===== src/rtl/pipeline_controller.sv =====
// ---------------------------------------------------------------------------
// pipeline_controller
//   Stall/flush sequencer for the 5-stage core. Produces the per-stage advance
//   enables, detects load-use hazards against the load in execute, freezes the
//   whole pipe during a memory stall and runs a multi-cycle front-end squash
//   after an execute-stage mispredict.
//
// Parameters
//   FLUSH_CYCLES  cycles flush_front stays high after a mispredict (1..15)
//   CNT_W         width of the performance counters
//
// Optional build macro
//   PERF_COUNTERS_EN  when defined, stall/flush performance counters are
//                     implemented; otherwise both count outputs are tied to 0.
//
// Ports
//   i_clk, i_reset               clock, asynchronous active-high reset
//   i_decode_*                   decode instruction valid/sources/source-use
//   i_exec_valid/_is_load/_rd    execute instruction valid/load/destination
//   i_fetch_mispredict           redirect request from execute pc control
//   i_mem_req, i_mem_ready       memory access outstanding / completing
//   o_*_advance                  per-stage pipeline register enables
//   o_flush_front                invalidate fetch and decode contents
//   o_ctrl_state                 0=RUN 1=FLUSH 2=MEM_WAIT
//   o_stall_count                cycles with execute_advance=0 (saturating)
//   o_flush_count                accepted mispredicts (saturating)
//
// state    | meaning
// ---------+--------------------------------------------------------------
// RUN      | normal flow, load-use bubbles inserted as needed
// FLUSH    | front-end squash in progress, counter tracks remaining cycles
// MEM_WAIT | whole pipe frozen on memory; pending flush replays on release
// ---------------------------------------------------------------------------
module pipeline_controller #(
   parameter int FLUSH_CYCLES = 2,
   parameter int CNT_W        = 16
) (
   input  logic             i_clk,
   input  logic             i_reset,
   input  logic             i_decode_valid,
   input  logic [4:0]       i_decode_rs1,
   input  logic [4:0]       i_decode_rs2,
   input  logic             i_decode_uses_rs1,
   input  logic             i_decode_uses_rs2,
   input  logic             i_exec_valid,
   input  logic             i_exec_is_load,
   input  logic [4:0]       i_exec_rd,
   input  logic             i_fetch_mispredict,
   input  logic             i_mem_req,
   input  logic             i_mem_ready,
   output logic             o_fetch_advance,
   output logic             o_decode_advance,
   output logic             o_execute_advance,
   output logic             o_memory_advance,
   output logic             o_writeback_advance,
   output logic             o_flush_front,
   output logic [1:0]       o_ctrl_state,
   output logic [CNT_W-1:0] o_stall_count,
   output logic [CNT_W-1:0] o_flush_count
);

   typedef enum logic [1:0] {
      ST_RUN      = 2'd0,
      ST_FLUSH    = 2'd1,
      ST_MEM_WAIT = 2'd2
   } state_t;

   localparam logic [3:0] FLUSH_LOAD = 4'(FLUSH_CYCLES - 1);

   state_t     r_state;
   state_t     w_state_nxt;
   logic [3:0] r_cnt;
   logic [3:0] w_cnt_nxt;
   logic       r_pending;
   logic       w_pending_nxt;
   logic [4:0] w_adv;        // {fetch, decode, execute, memory, writeback}
   logic       w_flush;
   logic       w_mem_stall;
   logic       w_load_use;

   assign w_mem_stall = i_mem_req & ~i_mem_ready;

   // exec_rd==0 is the hard-wired zero register and never creates a dependency
   assign w_load_use = i_decode_valid & i_exec_valid & i_exec_is_load &
                       (i_exec_rd != 5'd0) &
                       ((i_decode_uses_rs1 & (i_decode_rs1 == i_exec_rd)) |
                        (i_decode_uses_rs2 & (i_decode_rs2 == i_exec_rd)));

   always_ff @(posedge i_clk or posedge i_reset) begin
      if (i_reset) begin
         r_state   <= ST_RUN;
         r_cnt     <= 4'd0;
         r_pending <= 1'b0;
      end else begin
         r_state   <= w_state_nxt;
         r_cnt     <= w_cnt_nxt;
         r_pending <= w_pending_nxt;
      end
   end

   always_comb begin
      w_state_nxt   = r_state;
      w_cnt_nxt     = r_cnt;
      w_pending_nxt = r_pending;
      w_adv         = 5'b11111;
      w_flush       = 1'b0;

      if (w_mem_stall) begin
         w_adv       = 5'b00000;
         w_state_nxt = ST_MEM_WAIT;
         // a stall that interrupts FLUSH restarts the whole squash on release
         if (i_fetch_mispredict || (r_state == ST_FLUSH)) begin
            w_pending_nxt = 1'b1;
         end
      end else if (i_fetch_mispredict || r_pending) begin
         w_flush       = 1'b1;
         w_cnt_nxt     = FLUSH_LOAD;
         w_pending_nxt = 1'b0;
         w_state_nxt   = (FLUSH_CYCLES == 1) ? ST_RUN : ST_FLUSH;
      end else if (r_state == ST_FLUSH) begin
         // decode is being discarded, so no load-use check here
         w_flush   = 1'b1;
         w_cnt_nxt = r_cnt - 4'd1;
         if (r_cnt <= 4'd1) begin
            w_state_nxt = ST_RUN;
         end
      end else begin
         w_state_nxt = ST_RUN;
         if (w_load_use) begin
            w_adv = 5'b00011;
         end
      end
   end

   assign o_fetch_advance     = w_adv[4] & ~i_reset;
   assign o_decode_advance    = w_adv[3] & ~i_reset;
   assign o_execute_advance   = w_adv[2] & ~i_reset;
   assign o_memory_advance    = w_adv[1] & ~i_reset;
   assign o_writeback_advance = w_adv[0] & ~i_reset;
   assign o_flush_front       = w_flush  & ~i_reset;
   assign o_ctrl_state        = r_state;

`ifdef PERF_COUNTERS_EN
   logic [CNT_W-1:0] r_stall_count;
   logic [CNT_W-1:0] r_flush_count;
   logic             w_flush_accept;

   assign w_flush_accept = ~w_mem_stall & (i_fetch_mispredict | r_pending);

   always_ff @(posedge i_clk or posedge i_reset) begin
      if (i_reset) begin
         r_stall_count <= '0;
         r_flush_count <= '0;
      end else begin
         if (!w_adv[2] && (r_stall_count != '1)) begin
            r_stall_count <= r_stall_count + 1'b1;
         end
         if (w_flush_accept && (r_flush_count != '1)) begin
            r_flush_count <= r_flush_count + 1'b1;
         end
      end
   end

   assign o_stall_count = r_stall_count;
   assign o_flush_count = r_flush_count;
`else
   assign o_stall_count = '0;
   assign o_flush_count = '0;
`endif

endmodule


===== config.mk =====
export PLATFORM = sky130hd
export DESIGN_NAME = pipeline_controller
export DESIGN_NICKNAME = d
export VERILOG_FILES = /design/src/rtl/pipeline_controller.sv
export SDC_FILE = /design/constraint.sdc
export NUM_CORES = 1
export LEC_CHECK = 0
export BUFFER_PORTS_ARGS = -buffer_cell sky130_fd_sc_hd__buf_2
export CORE_ASPECT_RATIO = 1.2
export CORE_MARGIN = 2
export CORE_UTILIZATION = 42
export CTS_BUF_LIST = sky130_fd_sc_hd__clkbuf_4 sky130_fd_sc_hd__clkbuf_8
export CTS_CLUSTER_SIZE = 24
export DETAILED_ROUTE_END_ITERATION = 10
export HOLD_SLACK_MARGIN = 0.08
export PLACE_DENSITY = 0.9
export REMOVE_ABC_BUFFERS = 1
export SYNTH_ARGS = -nofsm -noshare
export SYNTH_HDL_FRONTEND = slang
export SYNTH_SLANG_ARGS = --single-unit
export TNS_END_PERCENT = 1

===== constraint.sdc =====
create_clock -name i_clk -period 2.3 [get_ports i_clk]
set_input_delay 0.23 -clock i_clk [delete_from_list [all_inputs] [get_ports i_clk]]
set_output_delay 0.23 -clock i_clk [all_outputs]
set_load 0.01 [all_outputs]

==> reports/results.txt <==
Largest area contributor in the synthesized netlist = buf_4
H-tree depth = 1
Clk slew on worst S/H paths = 0.06 ns
Peak VDD IR = 0.266 mV
Drt drc = 0
Detailed Routing Iterations Pass 1 = 4
Fin crit period = 1.88 ns
Hold/Removal Path Class = in -> reg
Total track usage = 12.9%
Dpl cells = 136
Die area = 0.00218 mm²
Worst reg-to-reg path cell count = 5
Worst setup EP type = output port
Hold WS = 0.215 ns
Root Buffer = clkbuf_4
Share of layout cells above drive strength 1 = 30.9%
Yosys Warn Count = 0
NumNets Final = 151
CTS tree = done
Clk_skew = 0.00481 ns
Largest net degree at the start of global routing = 8
Vias = 600
Ant. Diodes = 0
Cell variety after synth = 23
Fin. Hold Viols = 0
Die Height = 50.7 µm
Worst Setup Path Type = reg -> out
Number of buffers created by CTS = 3
Synth area leaders = buf_4 (34%), dfrtp_1 (23%), xor2_1 (10%)
Routed Antenna Nets = 0
Die Wd = 42.9 µm
Flop-to-flop setup slack = 0.99 ns
Max cap viols = 0
Worst Hold End = r_cnt[1]
HP Start = i_fetch_mispredict
Area grow syn2layout = 9.98%
CORE AREA = 0.00168 mm²
Rows = 16
Critical Path AT = 1.65 ns
Ports = 65
Vias in the first global route = 564
Final Max Tran Viols = 0
Power per standard cell area = 516 mW/mm²
Setup-failing EPs final = 0
Buffers on Ports = 32
Vias per Instance = 4.26
Synthesized area = 764 µm²
Clock buffer depth = 2
First-pass GRT wire length = 2040 µm
Cells after synthesis = 90
Initial antenna violation count = 0
Critical Path RT = 2.07 ns
Fmax = 0.533 GHz
Hold Crit Depth = 2
Setup bufs post-CTS = 0
Non-Filler Instances = 141
Clock Latency Late Sink = 0.26 ns
Layout fillers = 170
TNS Setup = 0 ns
Routed WL per cell = 9.67 µm
Clk sinks = 7
Final Routed Wirelength = 1360 µm
Drt initial violations = 16
Register area share after synthesis = 22.9%
FF-to-FF End = r_cnt[3]
Top-area cell type share of the netlist area = 34.4%
Initial Utilization = 45.5%
Post-DP HPWL = 1190 µm
Last weighted congestion value of the routability-driven placer = 0.743
Grt ovf = 0
Worst Path Max Fanout = 3
Status = completed
Crit start category = flip-flop
Worst flop-to-flop path startpoint = o_ctrl_state[1]
P_leak = 0.475 nW
FF+latch count, synth = 7
Syn Area/Cell = 8.49 µm²
RSZ-0062 raised after global routing = no
Final period util = 81.6%
-- flip-flops by register name, indices dropped and copies added (netlist names) --
signal and cells:
o_ctrl_state 2, r_cnt 4, r_pending 1
-- critical path, stage by stage (launching register included) --
cell	delay (ns)
dfrtp_1	0.36
nor2b_1	0.16
nor3_1	0.28
nand4_1	0.14
o31a_1	0.30
buf_2	0.14
-- cell usage in the layout, fill, tap and decap left out --
cell type,instances
nor4_1,1
conb_1,32
and3_1,1
o41ai_1,1
xor2_1,9
or4_1,1
ha_1,2
inv_1,4
buf_2,32
dlygate4sd3_1,1
nand2_1,2
nand4_1,1
a31oi_1,1
nand3_1,2
dfrtp_1,7
nor3_1,3
nor2_1,8
nand2b_1,1
nor4_4,1
clkbuf_4,4
nor2b_1,1
xnor2_1,4
o21ai_0,2
o31a_1,1
nor4_2,1
-- worst max path at each step --
stage / slack, ns / endpoint / startpoint / cells past startpoint
4_1_cts: 0.41 / o_execute_advance / o_ctrl_state[0] / 5
3_5_place_dp: 0.67 / o_execute_advance / i_exec_rd[0] / 7
3_3_place_gp: 0.70 / o_execute_advance / i_exec_rd[0] / 7
2_1_floorplan: 0.79 / o_decode_advance / o_ctrl_state[0] / 4
5_1_grt: 0.24 / o_decode_advance / o_ctrl_state[0] / 5
6_report: 0.42 / o_execute_advance / o_ctrl_state[0] / 5
-- cells by family after synthesis --
kind of cell,count (synthesis),synth area share (%)
xor+xnor,13,14.9
flops,7,22.9
compound gates,5,4.42
other cells,1,0.491
buf+inv,39,36.3
simple gates,23,17.7
fa+ha+maj,2,3.27
-- stage by stage --
step	utilization (%)	instance area, µm²	worst slack, ns	total power, mW
2_1_floorplan	-	618	0.787	0.252
3_3_place_gp	47.6	801	0.697	0.297
3_5_place_dp	47.6	801	0.665	0.305
4_1_cts	50.0	841	0.409	0.437
5_1_grt	50.0	841	0.238	0.460
6_report	50.0	841	0.423	0.434
-- power by group --
part / switching [mW] / leakage (nW) / total (mW) / internal [mW]
Combinational: 0.0926 / 0.368 / 0.154 / 0.0612
Sequential: 0.0126 / 0.0891 / 0.151 / 0.138
Clock: 0.0506 / 0.0184 / 0.129 / 0.0783
Total: 0.156 / 0.475 / 0.434 / 0.278
-- cell type report --
type,count,area (µm²),area share [%]
inverter,4,15.0,1.79
multi-input combinational,75,428,50.9
timing repair buffer,33,170,20.2
tap,18,22.5,2.68
sequential,7,175,20.8
clock buffer,4,30.0,3.57
-- Yosys cell counts --
cell type	count
a31oi_1	1
nand4_1	1
nor3_1	3
nand2_1	2
xor2_1	9
dfrtp_1	7
nor4_4	1
o31a_1	1
o41ai_1	1
nand2b_1	1
o21ai_0	2
and3_1	1
xnor2_1	4
or4_1	1
nor4_1	1
nor2_1	8
ha_1	2
nor2b_1	1
inv_1	4
conb_1	1
buf_4	35
nor4_2	1
nand3_1	2
-- per-layer routing --
layer  part of all wire [%]  wire [µm]  track usage, %  vias to the layer above
li1                       -          -               -                      289
met1                     28        388            9.47                      264
met2                     57        776            26.3                       43
met3                     13        174            2.88                        4
met4                    1.8         24            10.6                        0
met5                      0          0               0                        -
-- repair_timing --
action	in CTS	in global routing
setup endpoints to repair	0	0
endpoints found under the hold margin	7	0
gates resized for setup	0	0
hold buffers	1	0
Note: power is estimated with default switching activity, not from simulation.
